## src/rtl/scale_pkg.sv

```systemverilog
// -----------------------------------------------------------------------------
// scale_pkg
// Shared definitions for the scale controller: display scale-mode encodings,
// default frame-buffer geometry, the commit FSM state type and the function
// that steps from one scale mode to the next.
// -----------------------------------------------------------------------------
package scale_pkg;

   // Scale-mode encodings carried on scale_out.
   localparam logic [1:0] SCALE_1X   = 2'b00;  // h, v unshifted
   localparam logic [1:0] SCALE_2X   = 2'b11;  // h>>1, v>>1
   localparam logic [1:0] SCALE_4H2V = 2'b10;  // h>>2, v>>1
   // 2'b01 is never produced; decoders treat it as SCALE_1X.

   // Default frame-buffer geometry in pixels.
   localparam int FB_WIDTH_DEF  = 240;
   localparam int FB_HEIGHT_DEF = 320;

   typedef enum logic [1:0] {
      IDLE    = 2'b00,
      PENDING = 2'b01,
      COMMIT  = 2'b10
   } state_t;

   // Cycle order 00 -> 11 -> 10 -> 00. The unused code behaves like 00.
   function automatic logic [1:0] next_scale(input logic [1:0] mode);
      case (mode)
         SCALE_2X:   next_scale = SCALE_4H2V;
         SCALE_4H2V: next_scale = SCALE_1X;
         default:    next_scale = SCALE_2X;
      endcase
   endfunction

endpackage

```

## src/rtl/scale_ctrl_mapper.sv

```systemverilog
// -----------------------------------------------------------------------------
// scale_ctrl_mapper
// Combinational raster-to-frame-buffer coordinate mapper. Shifts the raster
// position down according to the scale mode and reports whether the position
// lies inside the scaled frame-buffer window.
// Ports:
//   mode      - committed scale mode (2'b01 handled as 1x)
//   hcount    - raster horizontal position
//   vcount    - raster vertical position
//   h_scaled  - horizontal frame-buffer coordinate
//   v_scaled  - vertical frame-buffer coordinate
//   in_window - raster position maps onto a frame-buffer pixel
// -----------------------------------------------------------------------------
module scale_ctrl_mapper
   import scale_pkg::*;
#(
   parameter int FB_WIDTH  = FB_WIDTH_DEF,
   parameter int FB_HEIGHT = FB_HEIGHT_DEF
) (
   input  logic [1:0]  mode,
   input  logic [10:0] hcount,
   input  logic [9:0]  vcount,
   output logic [10:0] h_scaled,
   output logic [9:0]  v_scaled,
   output logic        in_window
);

   always_comb begin
      h_scaled  = hcount;
      v_scaled  = vcount;
      in_window = (32'(hcount) < FB_WIDTH) && (32'(vcount) < FB_HEIGHT);
      case (mode)
         SCALE_2X: begin
            h_scaled  = hcount >> 1;
            v_scaled  = vcount >> 1;
            in_window = (32'(hcount) < 2 * FB_WIDTH) && (32'(vcount) < 2 * FB_HEIGHT);
         end
         SCALE_4H2V: begin
            h_scaled  = hcount >> 2;
            v_scaled  = vcount >> 1;
            in_window = (32'(hcount) < 4 * FB_WIDTH) && (32'(vcount) < 2 * FB_HEIGHT);
         end
         default: ;
      endcase
   end

endmodule

```

## src/rtl/scale_ctrl.sv

```systemverilog
// -----------------------------------------------------------------------------
// scale_ctrl
// Display scale controller. A rising edge on step_in requests the next scale
// mode; requests are accumulated and committed at the next frame boundary on
// which no capture is in progress. The committed mode drives a two-stage
// frame-buffer read-address pipeline.
// Ports:
//   clk_in            - clock, rising edge
//   rst_in            - synchronous active-high reset
//   step_in           - debounced request level; each rising edge is a request
//   busy_in           - capture in progress, blocks commits
//   hcount_in         - raster horizontal position
//   vcount_in         - raster vertical position
//   new_frame_in      - one-cycle frame-boundary pulse
//   scale_out         - committed scale mode
//   scale_changed_out - one-cycle pulse while the commit happens
//   pending_out       - request waiting for (or undergoing) commit
//   addr_out          - frame-buffer read address, 0 when not valid
//   addr_valid_out    - qualifies addr_out
// -----------------------------------------------------------------------------
module scale_ctrl
   import scale_pkg::*;
#(
   parameter int FB_WIDTH  = FB_WIDTH_DEF,
   parameter int FB_HEIGHT = FB_HEIGHT_DEF
) (
   input  logic        clk_in,
   input  logic        rst_in,
   input  logic        step_in,
   input  logic        busy_in,
   input  logic [10:0] hcount_in,
   input  logic [9:0]  vcount_in,
   input  logic        new_frame_in,
   output logic [1:0]  scale_out,
   output logic        scale_changed_out,
   output logic        pending_out,
   output logic [16:0] addr_out,
   output logic        addr_valid_out
);

   state_t      state, state_nxt;
   logic [1:0]  target, target_nxt;
   logic [1:0]  scale_nxt;
   logic        step_q;
   logic        req;

   assign req = step_in & ~step_q;

   always_ff @(posedge clk_in) begin
      if (rst_in) begin
         state     <= IDLE;
         target    <= SCALE_1X;
         scale_out <= SCALE_1X;
         step_q    <= 1'b0;
      end else begin
         state     <= state_nxt;
         target    <= target_nxt;
         scale_out <= scale_nxt;
         step_q    <= step_in;
      end
   end

   // A request arriving in the same cycle as the frame boundary is folded
   // into the target before it commits.
   always_comb begin
      state_nxt         = state;
      target_nxt        = target;
      scale_nxt         = scale_out;
      scale_changed_out = 1'b0;
      pending_out       = 1'b0;
      case (state)
         IDLE: begin
            if (req) begin
               target_nxt = next_scale(scale_out);
               state_nxt  = PENDING;
            end
         end
         PENDING: begin
            pending_out = 1'b1;
            if (req) target_nxt = next_scale(target);
            if (new_frame_in && !busy_in) state_nxt = COMMIT;
         end
         COMMIT: begin
            pending_out       = 1'b1;
            scale_changed_out = 1'b1;
            scale_nxt         = target;
            if (req) begin
               target_nxt = next_scale(target);
               state_nxt  = PENDING;
            end else begin
               state_nxt  = IDLE;
            end
         end
         default: state_nxt = IDLE;
      endcase
   end

   logic [10:0] h_scaled;
   logic [9:0]  v_scaled;
   logic        in_window;

   scale_ctrl_mapper #(
      .FB_WIDTH  (FB_WIDTH),
      .FB_HEIGHT (FB_HEIGHT)
   ) u_mapper (
      .mode      (scale_out),
      .hcount    (hcount_in),
      .vcount    (vcount_in),
      .h_scaled  (h_scaled),
      .v_scaled  (v_scaled),
      .in_window (in_window)
   );

   // Stage 1: scaled coordinates and window test
   logic [10:0] h_scaled_p1;
   logic [9:0]  v_scaled_p1;
   logic        vld_p1;

   always_ff @(posedge clk_in) begin
      h_scaled_p1 <= h_scaled;
      v_scaled_p1 <= v_scaled;
      if (rst_in) vld_p1 <= 1'b0;
      else        vld_p1 <= in_window;
   end

   // Stage 2: linear address, forced to zero outside the window
   logic [16:0] addr_p2;
   logic        vld_p2;

   always_ff @(posedge clk_in) begin
      if (rst_in) begin
         addr_p2 <= '0;
         vld_p2  <= 1'b0;
      end else begin
         addr_p2 <= vld_p1 ? (17'(v_scaled_p1) * 17'(FB_WIDTH) + 17'(h_scaled_p1)) : '0;
         vld_p2  <= vld_p1;
      end
   end

   assign addr_out       = addr_p2;
   assign addr_valid_out = vld_p2;

endmodule

```

## config.mk

```make
export PLATFORM = sky130hd
export DESIGN_NAME = scale_ctrl
export DESIGN_NICKNAME = d
export VERILOG_FILES = /design/src/rtl/scale_pkg.sv /design/src/rtl/scale_ctrl_mapper.sv /design/src/rtl/scale_ctrl.sv
export SDC_FILE = /design/constraint.sdc
export NUM_CORES = 1
export LEC_CHECK = 0
export ABC_AREA = 1
export BUFFER_PORTS_ARGS = -buffer_cell sky130_fd_sc_hd__buf_4
export CAP_MARGIN = 40
export CORE_ASPECT_RATIO = 1.5
export CORE_MARGIN = 2
export CORE_UTILIZATION = 57
export CTS_CLUSTER_DIAMETER = 60
export CTS_CLUSTER_SIZE = 10
export DETAILED_ROUTE_END_ITERATION = 8
export PLACE_DENSITY = 0.82
export SETUP_SLACK_MARGIN = 0.5
export SYNTH_ARGS = -nofsm -noshare
export SYNTH_HDL_FRONTEND = slang
export SYNTH_HIERARCHICAL = 1
export SYNTH_SLANG_ARGS = --single-unit
```

## constraint.sdc

```tcl
create_clock -name clk_in -period 4.7 [get_ports clk_in]
set_input_delay 0.94 -clock clk_in [delete_from_list [all_inputs] [get_ports clk_in]]
set_output_delay 0.94 -clock clk_in [all_outputs]
set_load 0.01 [all_outputs]
```

==> metrics <==
leading post-synthesis cells by cell area=dfxtp_1 (30%), fa_1 (11%), nand2_1 (11%); CTS H-tree depth=2; Final nets=approximately 550; Die Footprint=roughly 6200 um^2; synthesized instance count=roughly 430; R2R cell count=21; CP Data Required Time=4.90 ns; total gr overflow=0; first-pass GRT wire length=10.63 mm; Synth top cells by count=nand2_1 (92), inv_1 (90), dfxtp_1 (47); clock slew seen by the registers of the worst setup and hold paths=0.09 ns; Worst-Skew Late Latency=roughly 0.30 ns; area grow syn2layout=15.87%; Critical Path End Type=register; DRC errors left=0; CORE AREA=5409 um^2; count of cell types in the netlist=31; slack of the critical path=1.058 ns; Slew @ Worst Pin=about 0.9 ns; post-cts sizing count=0; Layout Utilization=68.08%; Rel. slew slack=40.18%; setup_tns=0 ns; number of I/O port buffers=47; Via density=roughly 5.1; largest area contributor in the netlist=dfxtp_1; mean post-synth cell area=between 7 and 8 um^2; Synth warnings=6; min cycle time layout=3.642 ns; outcome=complete, no violations; Final Cell Area=around 3700 um^2; Clock Tree Root=clkbuf_8; cts hold-fix bufs=0; DRT Pass-1 Iters=4; WL/cell=about 12 um; RSZ-0062 raised after global routing=false; Routed Antenna Nets=0; Synth Register Bits=47; Max Clock Freq=274.6 MHz; worst hold start=h_scaled_p1[2]; largest net degree at the start of global routing=29; final worst-path cycle share=between 70% and 80%; register area share after synthesis=29.61%; Setup Slack @ Placement=between 1 and 1.5 ns; Row Count=33; final hold violation count=0; 1st-iter DRT viols=120; Post-synth EDFFs=0; Placed Area=between 3000 and 4000 um^2; CTS sink count=47; worst hold-check path type=register to register; Num CTS Buffers=5; WS Path Type=register to register; Setup crit start kind=register; vias in the first global route=between 2k and 3k; Max Slew Vio Count=0; synthesized area=3178 um^2; DPL Wire Length=roughly 5.2 mm; # IOs=between 40 and 50; reg-to-reg startpoint=v_scaled_p1[2]; CTS tree=done; GRT Total Usage=22.21%; Die W=about 65 um; Top FF cell, synth=dfxtp_1; Hold EP=addr_out[2]; Post-Syn Nets=roughly 500; hold depth=2; setup bufs post-CTS=0; fraction of layout cells with a size suffix above 1=a little under a fifth; Total Wirelength=6.421 mm; vias post-DR=around 2.8k; MaxCap Viol Count=0; antenna violations before repair=0; worst reg-to-reg setup slack=about 1.1 ns; CTS max path bufs=2; R2R Path End=addr_out[16]; ANT cells=0; Initial Util=58.76%; CP Max Fanout=5; most numerous cell in the Yosys netlist=nand2_1; die height=between 90 and 100 um; worst path arrival time=3.85 ns; top-area cell type share of the netlist area=between 20% and 30%; # setup viols final=0; async set or reset register ratio after synthesis=0%; placer congestion estimate=0.9493; Final Skew=between 0.006 and 0.007 ns
[area by class of cell]
class | count | area (um^2)
Fill cell | 464 | 1727
Clock inverter | 1 | 8.758
Clock buffer | 6 | 82.58
Timing Repair Buffer | 47 | 352.8
Sequential cell | 47 | 940.9
Inverter | 100 | 376.6
Multi-Input combinational cell | 276 | 1833
Tap cell | 70 | 87.58
[layer usage]
layer  share of wire [%]  track usage, %
met1                  37           19.88
met4                 2.6           10.46
met5                   0               0
met2                  57           46.22
met3                 3.0           3.660
[per-stage QoR]
stage / hold WS [ns] / std cells
after floorplan: 0.3936 / 428
after global placement: 0.3985 / 540
after detailed placement: 0.4015 / 540
after CTS: 0.4145 / 547
after global routing: 0.4305 / 547
final: 0.4123 / 547
[cells by family (layout without fill, tap and decap cells)]
family / after synthesis / count (layout) / synth area share [%]
flops: 47 / 47 / 29.61
simple gates: 168 / 168 / 23.82
compound gates: 59 / 59 / 10.79
xor+xnor: 4 / 4 / 1.103
buf+inv: 105 / 154 / 12.72
fa+ha+maj: 45 / 45 / 21.97
[worst max-delay path by stage]
stage | start | to | slack (ns)
2_1_floorplan | v_scaled_p1[1] | addr_out[16] | 1.42
3_3_place_gp | v_scaled_p1[3] | addr_out[16] | 1.14
3_5_place_dp | v_scaled_p1[3] | addr_out[16] | 1.06
4_1_cts | v_scaled_p1[3] | addr_out[16] | 1.05
5_1_grt | v_scaled_p1[2] | addr_out[16] | 0.78
6_report | v_scaled_p1[2] | addr_out[16] | 1.06
[flip-flops by register name (all words and copies together) (netlist names)]
name	cells
addr_out	17
addr_valid_out	1
h_scaled_p1	11
scale_out	2
state	2
step_q	1
target	2
v_scaled_p1	10
vld_p1	1
[cells in the final DEF, fill, tap and decap left out]
master / netlist / final
nand4_1: 4 / 4
o21ai_0: 20 / 20
fa_1: 18 / 18
o221ai_1: 9 / 9
nor3_1: 3 / 3
o21a_1: 1 / 1
nand3_1: 16 / 16
xnor2_1: 2 / 2
a31oi_1: 2 / 2
o21ai_1: 1 / 1
xor2_1: 2 / 2
a22oi_1: 1 / 1
nor2_4: 2 / 2
ha_1: 27 / 27
inv_6: 0 / 1
dfxtp_1: 47 / 47
inv_2: 8 / 8
nor2_1: 29 / 29
o21bai_1: 2 / 2
inv_1: 90 / 90
clkinv_1: 1 / 1
o22ai_1: 1 / 1
nand3_2: 4 / 4
clkinv_2: 1 / 1
clkbuf_8: 0 / 6
or2_4: 1 / 1
nand2_2: 12 / 12
buf_4: 1 / 47
nand2_1: 92 / 92
nor2_2: 4 / 4
nand2_4: 1 / 1
a21oi_1: 22 / 22
[worst max-delay path: stages (launching register included)]
cell     delay (ns)
dfxtp_1        0.39
inv_1          0.11
fa_1           0.49
fa_1           0.51
inv_1          0.04
ha_1           0.38
inv_2          0.06
nand2_2        0.08
nand2_1        0.07
xor2_1         0.15
ha_1           0.35
nand2_1        0.08
inv_1          0.06
nand3_1        0.07
nand2_1        0.10
nand2_1        0.07
nand2_1        0.10
nand3_2        0.12
nor2_2         0.15
nand3_1        0.08
nand2_1        0.06
nor2_1         0.04
Power is left out: the tool's default activity adds up to more than one toggle a clock period on the data nets, which glitch-free logic cannot reach.
